**src/rtl/secuenciador_ascensor_pkg.sv**
```systemverilog
// rtl/secuenciador_ascensor_pkg.sv - shared encodings and dispatch rule for the elevator sequencer
package secuenciador_ascensor_pkg;

  localparam int NUM_PISOS = 10;

  localparam logic [2:0] REPOSO         = 3'd0;
  localparam logic [2:0] SUBIENDO       = 3'd1;
  localparam logic [2:0] BAJANDO        = 3'd2;
  localparam logic [2:0] PUERTA_ABIERTA = 3'd3;
  localparam logic [2:0] CERRANDO       = 3'd4;

  localparam logic [1:0] PARAR = 2'b00;
  localparam logic [1:0] SUBIR = 2'b01;
  localparam logic [1:0] BAJAR = 2'b10;

  // Returns {dir_arriba, next_state}; keeps going up while there is work above.
  function automatic logic [3:0] decidir(input logic aqui, input logic arriba,
                                         input logic abajo, input logic dir);
    if (aqui)               return {dir, PUERTA_ABIERTA};
    else if (dir && arriba) return {1'b1, SUBIENDO};
    else if (abajo)         return {1'b0, BAJANDO};
    else if (arriba)        return {1'b1, SUBIENDO};
    else                    return {dir, REPOSO};
  endfunction

endpackage

```
**src/rtl/secuenciador_ascensor_buscador_solicitudes.sv**
```systemverilog
// rtl/secuenciador_ascensor_buscador_solicitudes.sv - locates pending requests relative to a floor
module buscador_solicitudes #(
  parameter int N = 10
) (
  input  logic [N-1:0] i_solicitudes,
  input  logic [3:0]   i_piso,
  output logic         o_hay_aqui,
  output logic         o_hay_arriba,
  output logic         o_hay_abajo
);

  always_comb begin
    o_hay_aqui   = 1'b0;
    o_hay_arriba = 1'b0;
    o_hay_abajo  = 1'b0;
    for (int i = 0; i < N; i++) begin
      if (i_solicitudes[i]) begin
        if (i == int'(i_piso))     o_hay_aqui   = 1'b1;
        else if (i > int'(i_piso)) o_hay_arriba = 1'b1;
        else                       o_hay_abajo  = 1'b1;
      end
    end
  end

endmodule

```
**src/rtl/secuenciador_ascensor.sv**
```systemverilog
// rtl/secuenciador_ascensor.sv - elevator car sequencer: request latch, travel FSM and door timer
module secuenciador_ascensor #(
  parameter int TIEMPO_PUERTA = 50,
  parameter int NUM_PISOS     = 10
) (
  input  logic                 clk,
  input  logic                 reset,
  input  logic [NUM_PISOS-1:0] boton,
  input  logic                 sensor_piso,
  input  logic                 puerta_cerrada,
  output logic [1:0]           motor,
  output logic                 abrir_puerta,
  output logic [3:0]           piso_actual,
  output logic [NUM_PISOS-1:0] solicitudes,
  output logic                 ocupado
);
  import secuenciador_ascensor_pkg::*;

  localparam int CW = $clog2(TIEMPO_PUERTA + 1);

  logic [2:0]           r_estado, w_estado_sig;
  logic                 r_dir_arriba, w_dir_sig;
  logic [3:0]           r_piso, w_piso_sig;
  logic [NUM_PISOS-1:0] r_sol, w_sol_sig, w_clear;
  logic [CW-1:0]        r_cnt, w_cnt_sig;
  logic                 w_aqui, w_arriba, w_abajo;
  logic [3:0]           w_decision;

  // Floor the car will occupy after this edge; requests are searched from there.
  always_comb begin
    w_piso_sig = r_piso;
    if (sensor_piso) begin
      if (r_estado == SUBIENDO && r_piso != 4'(NUM_PISOS - 1))
        w_piso_sig = r_piso + 4'd1;
      else if (r_estado == BAJANDO && r_piso != 4'd0)
        w_piso_sig = r_piso - 4'd1;
    end
  end

  buscador_solicitudes #(.N(NUM_PISOS)) u_buscador (
    .i_solicitudes(r_sol),
    .i_piso       (w_piso_sig),
    .o_hay_aqui   (w_aqui),
    .o_hay_arriba (w_arriba),
    .o_hay_abajo  (w_abajo)
  );

  assign w_decision = decidir(w_aqui, w_arriba, w_abajo, r_dir_arriba);

  always_comb begin
    w_estado_sig = r_estado;
    w_dir_sig    = r_dir_arriba;
    case (r_estado)
      REPOSO: {w_dir_sig, w_estado_sig} = w_decision;
      SUBIENDO: begin
        if (sensor_piso) begin
          if (w_aqui)
            w_estado_sig = PUERTA_ABIERTA;
          else if (!w_arriba || w_piso_sig == 4'(NUM_PISOS - 1))
            {w_dir_sig, w_estado_sig} = w_decision;
        end
      end
      BAJANDO: begin
        if (sensor_piso) begin
          if (w_aqui)
            w_estado_sig = PUERTA_ABIERTA;
          else if (!w_abajo || w_piso_sig == 4'd0)
            {w_dir_sig, w_estado_sig} = w_decision;
        end
      end
      PUERTA_ABIERTA: if (r_cnt <= CW'(1)) w_estado_sig = CERRANDO;
      CERRANDO: begin
        if (boton[r_piso])
          w_estado_sig = PUERTA_ABIERTA;
        else if (puerta_cerrada)
          {w_dir_sig, w_estado_sig} = w_decision;
      end
      default: w_estado_sig = REPOSO;
    endcase
  end

  always_comb begin
    w_cnt_sig = r_cnt;
    if (w_estado_sig == PUERTA_ABIERTA && r_estado != PUERTA_ABIERTA)
      w_cnt_sig = CW'(TIEMPO_PUERTA);
    else if (r_estado == PUERTA_ABIERTA && r_cnt != '0)
      w_cnt_sig = r_cnt - CW'(1);
  end

  // Serving a floor clears its bit even if the button is still held.
  assign w_clear   = (w_estado_sig == PUERTA_ABIERTA) ? (NUM_PISOS'(1) << w_piso_sig) : '0;
  assign w_sol_sig = (r_sol | boton) & ~w_clear;

  always_ff @(posedge clk or posedge reset) begin
    if (reset) begin
      r_estado     <= REPOSO;
      r_dir_arriba <= 1'b1;
      r_piso       <= 4'd0;
      r_sol        <= '0;
      r_cnt        <= '0;
    end else begin
      r_estado     <= w_estado_sig;
      r_dir_arriba <= w_dir_sig;
      r_piso       <= w_piso_sig;
      r_sol        <= w_sol_sig;
      r_cnt        <= w_cnt_sig;
    end
  end

  always_comb begin
    motor = PARAR;
    if (puerta_cerrada) begin
      if (r_estado == SUBIENDO)     motor = SUBIR;
      else if (r_estado == BAJANDO) motor = BAJAR;
    end
  end

  assign abrir_puerta = (r_estado == PUERTA_ABIERTA);
  assign ocupado      = (r_estado != REPOSO);
  assign piso_actual  = r_piso;
  assign solicitudes  = r_sol;

endmodule

```
**config.mk**
```make
export PLATFORM = sky130hd
export DESIGN_NAME = secuenciador_ascensor
export DESIGN_NICKNAME = d
export VERILOG_FILES = /design/src/rtl/secuenciador_ascensor_pkg.sv /design/src/rtl/secuenciador_ascensor_buscador_solicitudes.sv /design/src/rtl/secuenciador_ascensor.sv
export SDC_FILE = /design/constraint.sdc
export NUM_CORES = 1
export LEC_CHECK = 0
export ABC_AREA = 1
export CORE_ASPECT_RATIO = 0.5
export CORE_UTILIZATION = 30
export CTS_CLUSTER_DIAMETER = 40
export DETAILED_ROUTE_END_ITERATION = 8
export PLACE_DENSITY = 0.58
export SLEW_MARGIN = 20
export SYNTH_ARGS = -nofsm -noshare
export SYNTH_HDL_FRONTEND = slang
export SYNTH_SLANG_ARGS = --single-unit
```
**constraint.sdc**
```tcl
create_clock -name clk -period 3.35 [get_ports clk]
set_clock_uncertainty 0.15 [all_clocks]
set_input_delay 0.5025 -clock clk [delete_from_list [all_inputs] [get_ports clk]]
set_output_delay 0.5025 -clock clk [all_outputs]
set_load 0.02 [all_outputs]
```
---- Word level (Yosys, flattened, before mapping) ----
Index checks and enable logic that the tools add are counted.
word-level totals
  bits in registers ....................... 24
  output and inout bits ................... 18
operators by class
  add/sub/neg operators ................... 3
  order comparisons ....................... 11
  equal/unequal tests ..................... 25
  shift-type cells ........................ 1
  muxes and demuxes ....................... 110
  bitwise gates (word level) .............. 3
  reduce and logical (&&, ||, !) cells .... 18
operators by type and width
  operator              count
  $mux 1                85
  $mux 4                7
  $mux 3                9
  $eq 4x4->1 const A    6
  $gt 3x4->1 const A    4
  $pmux 3 s5            1
  $mux 6                2
  $ne 2x2->1 const B    6
  $and 10x10->10        1
  $mux 10               1
  $not 10->10           1
  $or 10x10->10         1
  $shl 1x4->10 const A  1
  $eq 3x2->1 const B    3
  $reduce_and 9->1      1
  $eq 3x4->1 const A    2
  $gt 2x4->1 const A    2
  $gt 4x4->1 const A    2
  $logic_not 4->1       2
  $reduce_bool 4->1     2
  $le 6x1->1 const B    1
  $mux 2                3
  $reduce_bool 6->1     1
  $sub 6x1->6 const B   1
  19 further kinds      26

---- Logic depth before layout (Yosys ltp) ----
  depth in word-level cells ............... 46
  depth in mapped cells ................... 30
  depth with buffers taken out ............ 28

---- Hierarchy ----
Synthesis repeated with hierarchy kept, for this count alone.
second synthesis, totals
  cells, all modules ...................... 322
  area, all modules ....................... 2102.0 um^2
by module, submodules not included
  module                 instances  cells an instance  area each (um^2)  sequential area each (um^2)
  secuenciador_ascensor  1          241                1751.7            601.8
  buscador_solicitudes   1          81                 350.3             0.0

---- Least setup slack after synthesis ----
No wires, ideal clock.
  path kind ............................... register to register
  start ................................... register r_piso[0] (netlist: piso_actual[0])
  end ..................................... register r_sol[1] (netlist: solicitudes[1])
  library setup time ...................... 0.113 ns
  data arrival time ....................... 2.899 ns
  path slack .............................. 0.188 ns
  cell stages (with the launch flop) ...... 27
  period minus slack after synthesis ...... 3.162 ns
  cell sequence ........................... dfrtp_1 buf_2 clkinv_1 ha_1 nand3_1 nand2_2 nand2_4 nand2_4 clkinv_4 nand3_4 nand2_4 nand3_1 nand3_1 nand3_1 nor2_1 nand2_2 nand2_2 nand2_1 nand2_1 nand2_1 nand2_1 nand2_1 nand3_2 buf_6 nand3_1 nand2_1 inv_1
on the way
  cells in the longest elaborated chain, start to end .. 46
  elaborated cells between the ends (all ways) .. 131
ends and longest elaborated chain
  element                                                              RTL line                                                  RTL
  from (decl)                                                          secuenciador_ascensor.sv:23                               logic [3:0] r_piso, w_piso_sig;
  from (signal assigned)                                               secuenciador_ascensor.sv:104                              r_piso <= w_piso_sig;
  parallel branches: the longest is 3 deep, another holds $sub 4x1->4  -
  $mux 4 *                                                             secuenciador_ascensor.sv:33                               if (r_estado == SUBIENDO && r_piso != 4'(NUM_PISOS - 1))
  $mux 4 *                                                             secuenciador_ascensor.sv:32                               if (sensor_piso) begin
  named net u_buscador.i_piso[3]                                       secuenciador_ascensor_buscador_solicitudes.sv:6           input logic [3:0] i_piso,
  $logic_not 4->1                                                      secuenciador_ascensor_buscador_solicitudes.sv:18          if (i == int'(i_piso)) o_hay_aqui = 1'b1;
  $mux 1                                                               secuenciador_ascensor_buscador_solicitudes.sv:18
  $mux 1                                                               secuenciador_ascensor_buscador_solicitudes.sv:17          if (i_solicitudes[i]) begin
  $mux 1                                                               secuenciador_ascensor_buscador_solicitudes.sv:19          else if (i > int'(i_piso)) o_hay_arriba = 1'b1;
  [31 not listed]                                                      -
  $mux 3 (on tied branches)                                            secuenciador_ascensor.sv:64, secuenciador_ascensor.sv:56
  $pmux 3 s5 *                                                         secuenciador_ascensor.sv:53                               case (r_estado)
  named net w_estado_sig[1]                                            secuenciador_ascensor.sv:21                               logic [2:0] r_estado, w_estado_sig;
  $eq 3x2->1 *                                                         secuenciador_ascensor.sv:91                               assign w_clear = (w_estado_sig == PUERTA_ABIERTA) ? (NUM_PISOS'(1) << w_piso_sig) : '0;
  $mux 10 *                                                            secuenciador_ascensor.sv:91
  $not 10->10 *                                                        secuenciador_ascensor.sv:92                               assign w_sol_sig = (r_sol | boton) & ~w_clear;
  $and 10x10->10 *                                                     secuenciador_ascensor.sv:92
  named net w_sol_sig[1]                                               secuenciador_ascensor.sv:24                               logic [NUM_PISOS-1:0] r_sol, w_sol_sig, w_clear;
  to (signal assigned)                                                 secuenciador_ascensor.sv:105                              r_sol <= w_sol_sig;
  to (decl)                                                            secuenciador_ascensor.sv:24
Mark *: on every way through the listed nets, which the timed path passes. The select of a mux whose other input is x is not followed.
A chain may end at the register's enable or synchronous reset.

---- Final worst setup path ----
  start ................................... register r_piso[1] (netlist: piso_actual[1])
  end ..................................... register r_sol[0] (netlist: solicitudes[0])
on the way
  cells in the longest elaborated chain, start to end .. 46
  elaborated cells between the ends (all ways) .. 131
ends and longest elaborated chain
  element                                                              RTL line
  parallel branches: the longest is 3 deep, another holds $sub 4x1->4  -
  $mux 4 *                                                             secuenciador_ascensor.sv:33
  $mux 4 *                                                             secuenciador_ascensor.sv:32
  named net u_buscador.i_piso[3]                                       secuenciador_ascensor_buscador_solicitudes.sv:6
  parallel branches: the longest is 38 deep, another holds $gt 1x4->1  -
  $mux 10 *                                                            secuenciador_ascensor.sv:91
  $not 10->10 *                                                        secuenciador_ascensor.sv:92
  $and 10x10->10 *                                                     secuenciador_ascensor.sv:92
  named net w_sol_sig[0]                                               secuenciador_ascensor.sv:24
Marks and branches as above.

==> run summary <==
Using the TritonRoute via totals, the vias-per-cell ratio works out to 4.61. The clock insertion delay at the later pin of the skew report is 0.26 ns, and the peak ir drop on the vdd network is 0.421 mV. The TritonCTS buffer count is 3. The portion of synthesized area spent on multiplexers is 0%. The clock passes through at most 2 buffers.

The first detailed-routing pass took 4 iterations. The final hold slack was 0.383 ns; the final number of max-transition violations was 0. Counting every instance in the synthesized netlist gives 342. Measured along the x axis, the die boundary spans 122 um. The number of nets in the synthesized netlist is 361.

The smallest clock period supported by the final layout is computed as 3.18 ns. For this run, the leading register cell type out of synthesis is dfrtp_1. The tree is rooted in a clkbuf_16. The post-synth design cell area came out at 2160 um^2.

Stage delay of the slowest cell on the critical path: 0.41 ns. The simple-gate area share of the yosys netlist was 46.7%. The count of nets left with antenna violations once routing finished came out at 0. Entering global routing, the biggest net connects 25 pins.

TritonCTS built the clock tree. The logs give 33 for the unique cell type count in the Yosys netlist and 9.37 mm for the first-pass GRT wire length. For this run, the top clock speed supported by timing is 314 MHz. Compared with the post-synthesis result, the final layout area differs by 41.7%. After clock tree synthesis, the clock-pin slew on the worst setup and hold paths is 0.07 ns. The run gives 32 as the I/O pin total.

The maximum level of the CTS H-tree came out at 1. The run finished with clean final reports. The compound-cell area share of the yosys netlist is 8.53%. The slowest stage of the critical path is the dfrtp_1 cell.

The fraction of registers with async set/reset was 100%. Largest family of logic cells by synthesized area: simple AND/OR/NAND/NOR gates. The max-capacitance violation count is 0. The final count of hold timing violations is 0. For this design the ratio of total power to cell area is 1100 nW/um^2.

The average size of a mapped cell came out at 6.30 um^2. The initial antenna violation count was 0. The worst setup path is launched from a flop. Flip-flop and latch count after synthesis: 24. At the worst endpoint, the arrival time is 3.19 ns. The count of routing violations after the opening detailed-route iteration was 131. The run gives 21 as the row count. The path type of the worst setup path is reg2reg.

The total leakage power is 1.51 nW, and the total design power is 3.37 mW. Along the worst path, the maximum fanout reaches 8. The run gives 7550 um^2 as the die area. After detailed routing, the number of remaining DRC violations is 0.

The fraction of the mapped netlist area in adder cells is 2.90%. The final critical-path share of the clock period came out at 95.0%. The slew at the pin closest to its max-slew limit was 0.954 ns. Summing the areas of all xor and xnor instances in the mapped netlist gives 1.63% of the synthesized area. Setup violations remaining at the end of the flow were counted as 0. The combined global-route utilization of all metal layers came out at 16.1%. The number of buffers added on ports is 31. The worst setup path is captured at a flop. The logs give 0 for the count of synthesis-stage warnings from yosys and 44.9% for the share of the core filled with cells. The floorplan step set the die height to 61.9 um. Dividing the detail-routed wire length by the instance count gives 12.9 um.

Data required time of the worst path: 3.35 ns. The number of nets in the final layout was 414; the global-route congestion overflow total was 0. The routed layout has 2241 vias.

By instance count, the cell type seen most on the critical path is nand2_1. Final weighted congestion in routability-driven placement: 0.904. The core outline area is 6810 um^2, and the half-perimeter wire length after detailed placement is 4.63 mm. The tools report the final antenna diode count as 0. The headroom to the max-slew limit was 36.3%. The path class of the tightest hold or removal check is reg2reg. Counting every sink on the clock net gives 24. The logs give 31.7% for the starting density of the core and 6.28 mm for the total length of routed wires. The fraction of final layout cells with drive strength greater than 1 came out at 25.9%. The run gives 0 ns as the sum of negative setup slack. For the proportion of synthesized chip area in sequential cells, the log shows 27.9%. In this run, synthesis inferred 0 flip-flops with an integrated enable. Via count of the first global-routing pass: 1961.
-- flip-flops by register name (all words and copies together) (netlist names) --
register and count:
piso_actual 4, r_estado 3, r_cnt 6, r_dir_arriba 1, solicitudes 10
-- logic make-up (layout without fill, tap and decap cells) --
group | count (synthesis) | count (layout)
AO/OA/AOI/OAI | 34 | 34
adder cells (fa/ha/maj) | 5 | 5
buffers and inverters | 65 | 116
XOR/XNOR | 4 | 4
AND/OR/NAND/NOR | 210 | 211
flip-flops | 24 | 24
-- what timing repair did --
item / CTS / global route
setup endpoints to repair: 0 / 18
resized for setup: 0 / 55
buffers inserted: 0 / 7
hold buffers: 0 / 0
-- worst paths after layout --
path / endpoint / slack, ns / cells after the start / start
max in group asynchronous: piso_actual[0] / 1.80 / 2 / reset
max reg2reg: solicitudes[0] / 0.17 / 26 / piso_actual[1]
min in group asynchronous: solicitudes[3] / 0.61 / 2 / reset
max: solicitudes[0] / 0.17 / 26 / piso_actual[1]
min reg2reg: r_dir_arriba / 0.38 / 2 / r_dir_arriba
min: r_dir_arriba / 0.38 / 2 / r_dir_arriba
-- metrics by stage --
stage	worst slack (ns)	std cells	instance area (um^2)
2_1_floorplan	0.188	342	2160
3_3_place_gp	-0.0555	473	2650
3_5_place_dp	-0.0607	473	2650
4_1_cts	0.0307	477	2740
5_1_grt	-0.0655	486	3060
6_report	0.167	486	3060
-- routing by layer --
layer	up-vias	part of all wire [%]	track usage, %
li1	1171	-	-
met1	1016	51	23.6
met2	48	44	25.4
met3	6	4.9	2.28
met4	0	0.78	3.00
met5	-	0	0
-- layout by cell type (no fill, tap or decap), types with 2 or more instances in the layout --
master / netlist / routed
nand2_4: 5 / 9
o21ai_1: 4 / 4
o21ai_0: 13 / 12
clkdlybuf4s50_1: 0 / 31
nand3_1: 30 / 24
nor3_1: 2 / 2
or2_2: 7 / 7
nor2_2: 2 / 5
buf_6: 2 / 3
ha_4: 0 / 3
inv_2: 8 / 10
dfrtp_1: 23 / 21
nand3_2: 6 / 7
dfrtp_2: 0 / 2
nand3_4: 1 / 7
nand4_1: 2 / 2
clkbuf_16: 0 / 4
nand2_2: 10 / 16
nor2_1: 29 / 25
inv_1: 51 / 49
xor2_1: 3 / 3
nand3b_1: 3 / 3
o21bai_1: 2 / 2
buf_4: 0 / 15
nand2_1: 109 / 98
nor2_4: 3 / 4
ha_1: 5 / 2
a21oi_2: 0 / 2
a21oi_1: 11 / 8
-- area by class of cell --
type	count	area [um^2]
Sequential cell	24	604
Multi-Input combinational cell	254	1510
Tap cell	92	115
Timing Repair Buffer	51	502
Fill cell	683	3750
Inverter	61	236
Clock buffer	4	88.8
-- report_power, final --
group	leakage (nW)	total (mW)	switching, mW	internal, mW
clock	0.0442	0.290	0.107	0.183
combinational	1.21	2.53	1.55	0.982
sequential	0.251	0.542	0.133	0.409
total	1.51	3.37	1.79	1.57
-- Yosys cell counts, drive strengths merged, types with 3 or more instances --
library cell / count / share of area (%)
dfrtp: 23 / 27
ha: 5 / 2.9
xor2: 3 / 1.2
nand2: 124 / 24
inv: 59 / 10
or2: 7 / 2.0
nor2: 34 / 7.2
nand3: 37 / 11
o21ai: 17 / 3.9
nand3b: 3 / 1.0
buf: 4 / 1.5
a21oi: 11 / 2.6
-- worst max-delay path: cells and delay by family (launching register included) --
family	cells	cell delay (ns)
DFF	1	0.41
and+or+nand+nor	20	1.77
adders and majority gates	1	0.15
buffers and inverters	5	0.57
No activity file was read; power rests on OpenSTA's default activity.
